===== config.mk =====
export PLATFORM = sky130hd
export DESIGN_NAME = pc_next_unit_flat
export DESIGN_NICKNAME = d
export VERILOG_FILES = /design/src/rtl/pc_pkg.sv /design/src/rtl/pc_next_unit_if.sv /design/src/rtl/pc_add.sv /design/src/rtl/pc_mux2.sv /design/src/rtl/pc_next_unit.sv /design/src/flat_wrapper.sv
export SDC_FILE = /design/constraint.sdc
export NUM_CORES = 1
export LEC_CHECK = 0
export CAP_MARGIN = 40
export CORE_MARGIN = 1
export CORE_UTILIZATION = 46
export DETAILED_ROUTE_END_ITERATION = 8
export PLACE_DENSITY = 0.78
export SLEW_MARGIN = 20
export SYNTH_ARGS = -nofsm -noshare
export SYNTH_HDL_FRONTEND = slang
export SYNTH_HIERARCHICAL = 1
export SYNTH_SLANG_ARGS = --single-unit

===== constraint.sdc =====
create_clock -name clk -period 4.3 [get_ports clk]
set_input_delay 0.43 -clock clk [delete_from_list [all_inputs] [get_ports clk]]
set_output_delay 0.43 -clock clk [all_outputs]
set_load 0.02 [all_outputs]

===== src/rtl/pc_pkg.sv =====
// Shared constants and next-PC source encoding for the PC/next-PC unit.
// Purely declarative: no logic, no latency, no flow control.
package pc_pkg;

   localparam int W       = 20;
   localparam int PC_INCR = 4;

   typedef enum logic [1:0] {
      SRC_SEQ  = 2'd0,
      SRC_BR   = 2'd1,
      SRC_J    = 2'd2,
      SRC_JMEM = 2'd3
   } pc_src_e;

endpackage


===== src/rtl/pc_next_unit_if.sv =====
// Control/target inputs and PC/link outputs of the next-PC unit.
// Plain wires, no handshake: the core consumes a new PC every cycle.
interface pc_next_unit_if
   import pc_pkg::*;
#(
   parameter int W = pc_pkg::W
);

   logic         branch;
   logic         zero_flag;
   logic         jump;
   logic         jmem;
   logic [W-1:0] sign_imm;
   logic [15:0]  jump_target;
   logic [W-1:0] reg_target;
   logic [W-1:0] pc;
   logic [W-1:0] link_addr;
   logic         branch_taken;

   modport master (
      output branch, zero_flag, jump, jmem, sign_imm, jump_target, reg_target,
      input  pc, link_addr, branch_taken
   );

   modport slave (
      input  branch, zero_flag, jump, jmem, sign_imm, jump_target, reg_target,
      output pc, link_addr, branch_taken
   );

endinterface


===== src/rtl/pc_add.sv =====
// W-bit unsigned modular adder; combinational, no flow control.
module pc_add #(
   parameter int W = 20
) (
   input  logic [W-1:0] a,
   input  logic [W-1:0] b,
   output logic [W-1:0] sum
);

   assign sum = a + b;

endmodule


===== src/rtl/pc_mux2.sv =====
// W-bit 2:1 mux, sel=1 picks b; combinational, no flow control.
module pc_mux2 #(
   parameter int W = 20
) (
   input  logic         sel,
   input  logic [W-1:0] a,
   input  logic [W-1:0] b,
   output logic [W-1:0] y
);

   assign y = sel ? b : a;

endmodule


===== src/rtl/pc_next_unit.sv =====
// PC register with priority next-PC select (jmem > jump > branch > sequential).
// One-cycle redirect: selects are combinational, pc updates every rising edge, no stall.
module pc_next_unit
   import pc_pkg::*;
#(
   parameter int W = pc_pkg::W
) (
   input  logic          clk,
   input  logic          rst,
   pc_next_unit_if.slave bus
);

   logic [W-1:0] pc_q;
   logic [W-1:0] byte_pc;
   logic [W-1:0] link_addr;
   logic [W-1:0] br_offset;
   logic [W-1:0] branch_addr;
   logic [W-1:0] jump_addr;
   logic [W-1:0] mux_br;
   logic [W-1:0] mux_j;
   logic [W-1:0] next_byte;
   logic [W-1:0] pc_next;
   logic         branch_taken;
   pc_src_e      src;
   logic         unused_bits;

   // pc is a word index; the top two bits fall off when forming a byte address
   assign byte_pc   = {pc_q[W-3:0], 2'b00};
   assign br_offset = {bus.sign_imm[W-3:0], 2'b00};
   assign jump_addr = {{(W-18){1'b0}}, bus.jump_target, 2'b00};

   assign branch_taken = bus.branch & bus.zero_flag;

   pc_add #(.W(W)) u_add_link (
      .a   (byte_pc),
      .b   (W'(PC_INCR)),
      .sum (link_addr)
   );

   pc_add #(.W(W)) u_add_br (
      .a   (link_addr),
      .b   (br_offset),
      .sum (branch_addr)
   );

   always_comb begin
      src = SRC_SEQ;
      if (bus.jmem)
         src = SRC_JMEM;
      else if (bus.jump)
         src = SRC_J;
      else if (branch_taken)
         src = SRC_BR;
   end

   // Cascade order makes the last stage the highest priority
   pc_mux2 #(.W(W)) u_mux_br (
      .sel (src == SRC_BR),
      .a   (link_addr),
      .b   (branch_addr),
      .y   (mux_br)
   );

   pc_mux2 #(.W(W)) u_mux_j (
      .sel (src == SRC_J),
      .a   (mux_br),
      .b   (jump_addr),
      .y   (mux_j)
   );

   pc_mux2 #(.W(W)) u_mux_jmem (
      .sel (src == SRC_JMEM),
      .a   (mux_j),
      .b   (bus.reg_target),
      .y   (next_byte)
   );

   assign pc_next = next_byte >> 2;

   always_ff @(posedge clk or negedge rst) begin
      if (!rst)
         pc_q <= '0;
      else
         pc_q <= pc_next;
   end

   assign bus.pc           = pc_q;
   assign bus.link_addr    = link_addr;
   assign bus.branch_taken = branch_taken;

   assign unused_bits = ^{bus.sign_imm[W-1:W-2], next_byte[1:0]};

endmodule


===== src/flat_wrapper.sv =====
// flat-port wrapper written by rule: the top's interface ports become plain ports
module pc_next_unit_flat import pc_pkg::*;
#(
   parameter int W = pc_pkg::W
)
  (clk, rst, bus_branch, bus_zero_flag, bus_jump, bus_jmem, bus_sign_imm, bus_jump_target, bus_reg_target, bus_pc, bus_link_addr, bus_branch_taken);
  pc_next_unit_if #(.W(W)) bus_i ();
  input  logic clk;
  input  logic rst;
  input wire logic [$bits(bus_i.branch)-1:0] bus_branch;
  input wire logic [$bits(bus_i.zero_flag)-1:0] bus_zero_flag;
  input wire logic [$bits(bus_i.jump)-1:0] bus_jump;
  input wire logic [$bits(bus_i.jmem)-1:0] bus_jmem;
  input wire logic [$bits(bus_i.sign_imm)-1:0] bus_sign_imm;
  input wire logic [$bits(bus_i.jump_target)-1:0] bus_jump_target;
  input wire logic [$bits(bus_i.reg_target)-1:0] bus_reg_target;
  output wire logic [$bits(bus_i.pc)-1:0] bus_pc;
  output wire logic [$bits(bus_i.link_addr)-1:0] bus_link_addr;
  output wire logic [$bits(bus_i.branch_taken)-1:0] bus_branch_taken;
  assign bus_i.branch = bus_branch;
  assign bus_i.zero_flag = bus_zero_flag;
  assign bus_i.jump = bus_jump;
  assign bus_i.jmem = bus_jmem;
  assign bus_i.sign_imm = bus_sign_imm;
  assign bus_i.jump_target = bus_jump_target;
  assign bus_i.reg_target = bus_reg_target;
  assign bus_pc = bus_i.pc;
  assign bus_link_addr = bus_i.link_addr;
  assign bus_branch_taken = bus_i.branch_taken;
  pc_next_unit #(.W(W)) u_core (.clk(clk), .rst(rst), .bus(bus_i));
endmodule

==> impl_metrics.json, run 1 <==
{
  "status": "finished clean",
  "startpoint": "u_core/bus.pc[0]",
  "r2r_setup_slack_ns": 0.13,
  "cts-root-buf": "clkbuf_8",
  "hold_viol": 0,
  "end_kind": "register",
  "antenna_found_initial": 0,
  "grt_pass1_vias": 3025,
  "grt_max_degree": 21,
  "track_usage": 0.251,
  "drt_iter0_markers": 143,
  "wl_mm": 9.67,
  "ioPinCount": 103,
  "fmax_ghz": 0.240,
  "fin_crit_sh": 0.969,
  "fin_worst_skew_ns": 0.00326,
  "cts_tree": "built",
  "critPathLaunchType": "register",
  "synth_cells": 355,
  "synth_area_per_cell_um2": 9.67,
  "cts_hold_buf": 0,
  "clk_path_buf_depth": 2,
  "r2r-start": "u_core/bus.pc[0]",
  "gr-total-overflow": 0,
  "gp_congestion": 0.887,
  "ctsHtreeMaxLevel": 1,
  "route.vias.total": 3234,
  "first_pass_iters": 5,
  "grt_pass1_wl_mm": 15.1,
  "core-area_mm2": 0.00725,
  "die_y_um": 88.4,
  "layout_min_cycle_time_ns": 4.17,
  "cts_made_buffers": 3,
  "endpoint": "u_core/bus.pc[15]",
  "tightest_slew_ns": 0.660,
  "grtUsageMet3": 0.00933,
  "cts.clk_slew.worst_paths_ns": 0.07,
  "layout-drive-gt1-share": 0.207,
  "port_buffers": 94,
  "avgViaCountPerCell": 5.57,
  "tns_ns": 0,
  "critPathKind": "reg -> reg",
  "grt_use_met1": 0.346,
  "met2_usage": 0.421,
  "reg2reg_depth": 15,
  "final-setup-viol-count": 0,
  "critPathMaxFanout": 7,
  "fin_nets": 585,
  "routedWlPerCell_um": 16.6,
  "initial_core_util": 0.474,
  "placementRows": 31,
  "cts.sinks": 18,
  "antennaDiodeCount": 0,
  "r2r-end": "u_core/bus.pc[15]",
  "area_growth_syn_to_layout_pct": 37.1,
  "synth.cell_area_mm2": 0.00343,
  "required_ns": 4.44,
  "die_area_mm2": 0.00782,
  "drc": 0,
  "largest_reg_flops": 18,
  "die_x_um": 88.4,
  "crit_arrival_ns": 4.31,
  "antenna_left": 0,
  "slew_violations": 0,
  "yosysWarnings": 6,
  "grt_setup_unrepaired": "true",
  "hold_class": "in -> async",
  "slew_headroom": 0.560,
  "clk-insertion-delay-late_ns": 0.25,
  "hpwl_mm": 8.14,
  "busiest_layer": "met2",
  "max_cap_viol_count": 0
}
[cells in the final DEF, fill, tap and decap left out, types with 3 or more instances in the layout]
master	count
clkbuf_8	4
o21a_1	3
o211ai_1	3
and3_1	4
ha_1	36
o21bai_1	4
o21ai_1	9
conb_1	31
clkdlybuf4s50_1	94
nor2_1	8
nand3_1	9
a21o_1	8
dfrtp_1	18
inv_1	10
xor2_1	12
a211oi_1	3
nand2_1	24
xnor2_1	21
a21oi_1	37
nand4_1	6
buf_4	14
and2_1	3
o21ai_0	12
mux2_4	54
[timing repair]
action | CTS | global route
buffers inserted | 0 | 0
endpoints found under the setup margin | 0 | 2
gates resized for setup | 0 | 8
[cell type report]
class,instances,area (um2)
Tap cell,99,124
Multi-Input combinational cell,341,2980
Sequential cell,18,450
Inverter,10,37.5
Fill cell,587,2540
Timing Repair Buffer,109,1060
Clock buffer,4,55.1
[how the worst min path moves through the flow]
stage / end / depth (start not counted) / slack, ns / startpoint
after floorplan: u_core/bus.pc[0] / 0 / 0.13 / rst
after global placement: u_core/bus.pc[14] / 1 / 0.96 / rst
after detailed placement: u_core/bus.pc[14] / 1 / 0.69 / rst
after CTS: u_core/bus.pc[14] / 1 / 0.41 / rst
after global routing: u_core/bus.pc[14] / 1 / 0.42 / rst
final: u_core/bus.pc[14] / 1 / 0.40 / rst
[metrics by stage]
step | hold slack (ns) | instances | util | setup WS (ns) | area [um2]
final | 0.403 | 581 | 0.649 | 0.132 | 4710
after global routing | 0.420 | 581 | 0.649 | -0.0463 | 4710
after CTS | 0.408 | 581 | 0.644 | 0.146 | 4670
after detailed placement | 0.687 | 577 | 0.636 | 0.164 | 4610
after global placement | 0.956 | 576 | 0.634 | 0.239 | 4600
after floorplan | 0.134 | 384 | - | 0.0359 | 3540
[metal layers]
metal  wire length [um]  share of wire  up-vias
met2               4660           0.48       99
met5                  0              0        -
met4                280          0.029        0
met1               4370           0.45     1558
li1                   -              -     1557
met3                360          0.037       20
[worst max-delay path, cell delays in order, from the launching register on]
cell and delay (ns):
dfrtp_1 0.38, ha_1 0.25, a21oi_1 0.32, o211ai_2 0.19
a21oi_1 0.23, o21ai_1 0.10, xor2_1 0.27, ha_2 0.38
a21oi_1 0.24, o221ai_1 0.21, a31oi_4 0.27, a21oi_1 0.11
o311a_1 0.31, mux2_4 0.26, mux2_4 0.26, mux2_4 0.26
Power of run 1 is not shown: default switching activity piles up to over one toggle a cycle in this logic, so the estimate is an artifact.
==> inputs of run 2 (changes only) <==
REMOVE_ABC_BUFFERS = 1   (was default)
==> run 2 against run 1 <==
Setup slack got worse by 0.012 ns. Wire length down 0.51%. Sequential share of layout area is essentially flat. Cell area decreased by 0.45%. Clock-buffer cell count shrank 1.
==> impl_metrics.json, run 2 (synthesis gave the netlist of run 1 again) <==
{
  "status": "finished clean",
  "layout_min_cycle_time_ns": 4.18,
  "hold_class": "in -> async",
  "track_usage": 0.242,
  "routedWlPerCell_um": 16.6,
  "cts.sinks": 18,
  "area_growth_syn_to_layout_pct": 36.5,
  "cts-root-buf": "clkbuf_8",
  "avgViaCountPerCell": 5.48,
  "antenna_left": 0,
  "max_cap_viol_count": 0,
  "crit_family": "compound AO/OA/AOI/OAI gates",
  "r2r_setup_slack_ns": 0.12,
  "fmax_ghz": 0.239,
  "final-setup-viol-count": 0,
  "cts_hold_buf": 0,
  "placementRows": 31,
  "route.vias.total": 3169,
  "layout_common_cells": "clkdlybuf4s50_1 (94), mux2_4 (54), ha_1 (38)",
  "tightest_slew_ns": 0.657,
  "critPathMaxFanout": 7,
  "die_x_um": 88.4,
  "required_ns": 4.44,
  "crit_arrival_ns": 4.32,
  "ioPinCount": 103,
  "clk_path_buf_depth": 2,
  "largest_reg_flops": 18,
  "core-area_mm2": 0.00725,
  "wl_mm": 9.62,
  "grt_pass1_wl_mm": 14.5,
  "slowest_stage": "ha_1",
  "grt_pass1_vias": 2956,
  "end_kind": "register",
  "cts.clk_slew.worst_paths_ns": 0.07,
  "antennaDiodeCount": 0,
  "final_common_cell": "clkdlybuf4s50_1",
  "finalNonFillerCells": 578,
  "fin_worst_skew_ns": 0.00221,
  "slew_headroom": 0.562,
  "first_pass_iters": 5,
  "hold_viol": 0,
  "grt_max_degree": 21,
  "fin_nets": 583,
  "max_stage_delay_ns": 0.41,
  "clk-insertion-delay-late_ns": 0.25,
  "grt_setup_unrepaired": "true",
  "fin_crit_sh": 0.972,
  "crit_top_cell": "mux2_4",
  "critPathKind": "reg -> reg",
  "port_buffers": 94,
  "antenna_found_initial": 0,
  "cts_made_buffers": 3,
  "dp.cells": 574,
  "hpwl_mm": 8.18,
  "worst-path-buf-inv": 0,
  "die_y_um": 88.4,
  "gp_congestion": 0.899,
  "critPathLaunchType": "register",
  "drc": 0,
  "slew_violations": 0,
  "cp_cell_sequence": "ha_1, o21ai_2, a21oi_1, a21oi_2, o21ai_1, xor2_1, ha_1, and3_1, and3_2, a31oi_4, a21oi_1, o311a_1, mux2_4, mux2_4, mux2_4",
  "initial_core_util": 0.474,
  "die_area_mm2": 0.00782,
  "reg2reg_depth": 15,
  "drt_iter0_markers": 158,
  "ctsHtreeMaxLevel": 1,
  "layout-drive-gt1-share": 0.207,
  "r2r-end": "u_core/bus.pc[15]",
  "gr-total-overflow": 0,
  "r2r-start": "u_core/bus.pc[3]",
  "cts_tree": "built"
}
## run 2: cell types whose count changed in the layout (fill, tap and decap cells not counted), sizes merged
cell and change:
buf -2, clkbuf -1
## run 2: area by class of cell
type	count	area [um2]
sequential	18	450
clock buffer	3	41.3
tap	99	124
fill	598	2560
inverter	10	37.5
timing repair buffer	107	1050
multi-input combinational	341	2990
## run 2: how the worst max path moves through the flow
stage,startpoint,endpoint,slack [ns],cells past startpoint
final,u_core/bus.pc[3],u_core/bus.pc[15],0.12,15
after global routing,u_core/bus.pc[3],u_core/bus.pc[15],-0.01,15
after CTS,u_core/bus.pc[0],u_core/bus.pc[16],0.05,15
after detailed placement,u_core/bus.pc[0],u_core/bus.pc[16],0.06,15
after global placement,u_core/bus.pc[3],u_core/bus.pc[16],0.19,14
after floorplan,u_core/bus.pc[0],u_core/bus.pc[16],0.08,15
## run 2: repair_timing
| item | CTS | global route |
|---|---|---|
| setup endpoints to repair | 0 | 5 |
| setup buffers | 0 | 0 |
| resized for setup | 0 | 9 |
## run 2: metrics by stage
stage	worst slack [ns]	util	hold WS, ns	setup TNS, ns	cell area [um2]
6_report	0.120	0.646	0.432	0	4690
2_1_floorplan	0.0822	-	0.134	0	3430
4_1_cts	0.0455	0.638	0.676	0	4630
3_3_place_gp	0.191	0.632	0.941	0	4580
3_5_place_dp	0.0625	0.632	0.947	0	4580
5_1_grt	-0.0102	0.646	0.453	-0.0108	4690
## run 2: metal layers
| metal | track usage | vias to the layer above | share of wire |
|---|---|---|---|
| li1 | - | 1554 | - |
| met1 | 0.321 | 1515 | 0.45 |
| met2 | 0.437 | 90 | 0.51 |
| met3 | 0.0103 | 10 | 0.031 |
| met4 | 0.0469 | 0 | 0.013 |
| met5 | 0 | - | 0 |
Power of run 2 is left out for the same reason.
==> inputs of run 3 (changes only) <==
CTS_BUF_LIST = sky130_fd_sc_hd__clkbuf_4   (was default)
==> run 3 against run 2 <==
Register-to-register slack better by 0.04 ns. Via count fell by 0.98%. Cell area shrank 0.48%. Sequential share of layout area is essentially flat. Hold slack worse by 0.048 ns. Non-clock buffer count unchanged. First-iteration DRC count is 0.63% higher. Highest routed layer unchanged. Utilization is 0.31 points lower.
==> impl_metrics.json, run 3 (synthesis gave the netlist of run 1 again) <==
{
  "status": "finished clean",
  "ctsHtreeMaxLevel": 1,
  "critPathKind": "reg -> reg",
  "fin_worst_skew_ns": 0.00275,
  "area_growth_syn_to_layout_pct": 35.8,
  "first_pass_iters": 5,
  "final-setup-viol-count": 0,
  "ioPinCount": 103,
  "fin_nets": 583,
  "hpwl_mm": 8.18,
  "cts-root-buf": "clkbuf_4",
  "cts_hold_buf": 0,
  "fin_crit_sh": 0.964,
  "cts.sinks": 18,
  "layout_common_cells": "clkdlybuf4s50_1 (94), mux2_4 (54), ha_1 (38)",
  "required_ns": 4.49,
  "clk-insertion-delay-late_ns": 0.29,
  "cts_tree": "built",
  "crit_arrival_ns": 4.33,
  "die_area_mm2": 0.00782,
  "route.vias.total": 3138,
  "drc": 0,
  "antenna_left": 0,
  "slew_headroom": 0.562,
  "grt_max_degree": 21,
  "drt_iter0_markers": 159,
  "critPathMaxFanout": 8,
  "final_common_cell": "clkdlybuf4s50_1",
  "avgViaCountPerCell": 5.43,
  "routedWlPerCell_um": 16.5,
  "max_cap_viol_count": 0,
  "seq_area_um2": 450,
  "clk_path_buf_depth": 2,
  "grt_setup_unrepaired": "true",
  "antenna_found_initial": 0,
  "critPathLaunchType": "register",
  "track_usage": 0.243,
  "cts_made_buffers": 3,
  "antennaDiodeCount": 0,
  "end_kind": "register",
  "layout_min_cycle_time_ns": 4.14,
  "initial_core_util": 0.474,
  "grt_pass1_wl_mm": 14.5,
  "core-area_mm2": 0.00725,
  "hold_class": "in -> async",
  "cts.clk_slew.worst_paths_ns": 0.10,
  "die_x_um": 88.4,
  "tightest_slew_ns": 0.657,
  "slew_violations": 0,
  "largest_reg_flops": 18,
  "gr-total-overflow": 0,
  "placementRows": 31,
  "grt_pass1_vias": 2960,
  "wl_mm": 9.53,
  "port_buffers": 94,
  "fin_area_mm2": 0.00467,
  "fmax_ghz": 0.241,
  "hold_viol": 0,
  "placed_area_mm2": 0.00458,
  "gp_congestion": 0.899,
  "fillCellCount": 604,
  "die_y_um": 88.4,
  "multi_input_area_mm2": 0.00299,
  "layout-drive-gt1-share": 0.205
}
## run 3: layout make-up
type,instances,area share
Tap cell,99,0.0265
Timing Repair Buffer,107,0.224
Inverter,10,0.00805
Clock buffer,3,0.00483
Sequential cell,18,0.0965
Multi-Input combinational cell,341,0.640
## run 3: through the flow
stage / setup slack, ns / TNS (ns) / hold slack (ns) / util / std cells
after floorplan: 0.0822 / 0 / 0.134 / - / 369
after global placement: 0.191 / 0 / 0.941 / 0.632 / 574
after detailed placement: 0.0625 / 0 / 0.947 / 0.632 / 574
after CTS: 0.0331 / 0 / 0.616 / 0.635 / 577
after global routing: -0.00268 / -0.00268 / 0.386 / 0.643 / 578
final: 0.155 / 0 / 0.383 / 0.643 / 578
## run 3: critical path, stage by stage, from the launching register on
cell and delay [ns]:
dfrtp_1 0.40, ha_1 0.36, o21ai_1 0.11, nor4_4 0.34
o21ai_0 0.20, o21a_1 0.15, o311ai_2 0.39, ha_1 0.41
a21oi_1 0.21, o21ai_0 0.19, a211oi_1 0.26, a21oi_1 0.07
o311a_1 0.16, mux2_4 0.26, mux2_4 0.26, mux2_4 0.26
## run 3: timing repair
action                     CTS  global route
setup endpoints to repair    0             5
buffers inserted             0             0
resized for setup            0             8
## run 3: path summary, 6_finish.rpt
| kind | cells after the start | slack, ns | to | startpoint |
|---|---|---|---|---|
| worst min register to register | 5 | 1.27 | u_core/bus.pc[1] | u_core/bus.pc[1] |
| worst max-delay path | 15 | 0.16 | u_core/bus.pc[16] | u_core/bus.pc[0] |
| min in group clk | 2 | 0.74 | u_core/bus.pc[15] | bus_reg_target[17] |
| worst max register to register | 15 | 0.16 | u_core/bus.pc[16] | u_core/bus.pc[0] |
| worst min-delay path | 1 | 0.38 | u_core/bus.pc[16] | rst |
| max in group asynchronous | 2 | 3.53 | u_core/bus.pc[9] | rst |
## run 3: routing by layer
layer / share of wire / wire length (um) / vias to the layer above / track usage
li1: - / - / 1559 / -
met1: 0.45 / 4310 / 1488 / 0.318
met2: 0.50 / 4790 / 83 / 0.434
met3: 0.031 / 300 / 8 / 0.0177
met4: 0.013 / 128 / 0 / 0.0557
met5: 0 / 0 / - / 0
Power of run 3 is left out for the same reason.
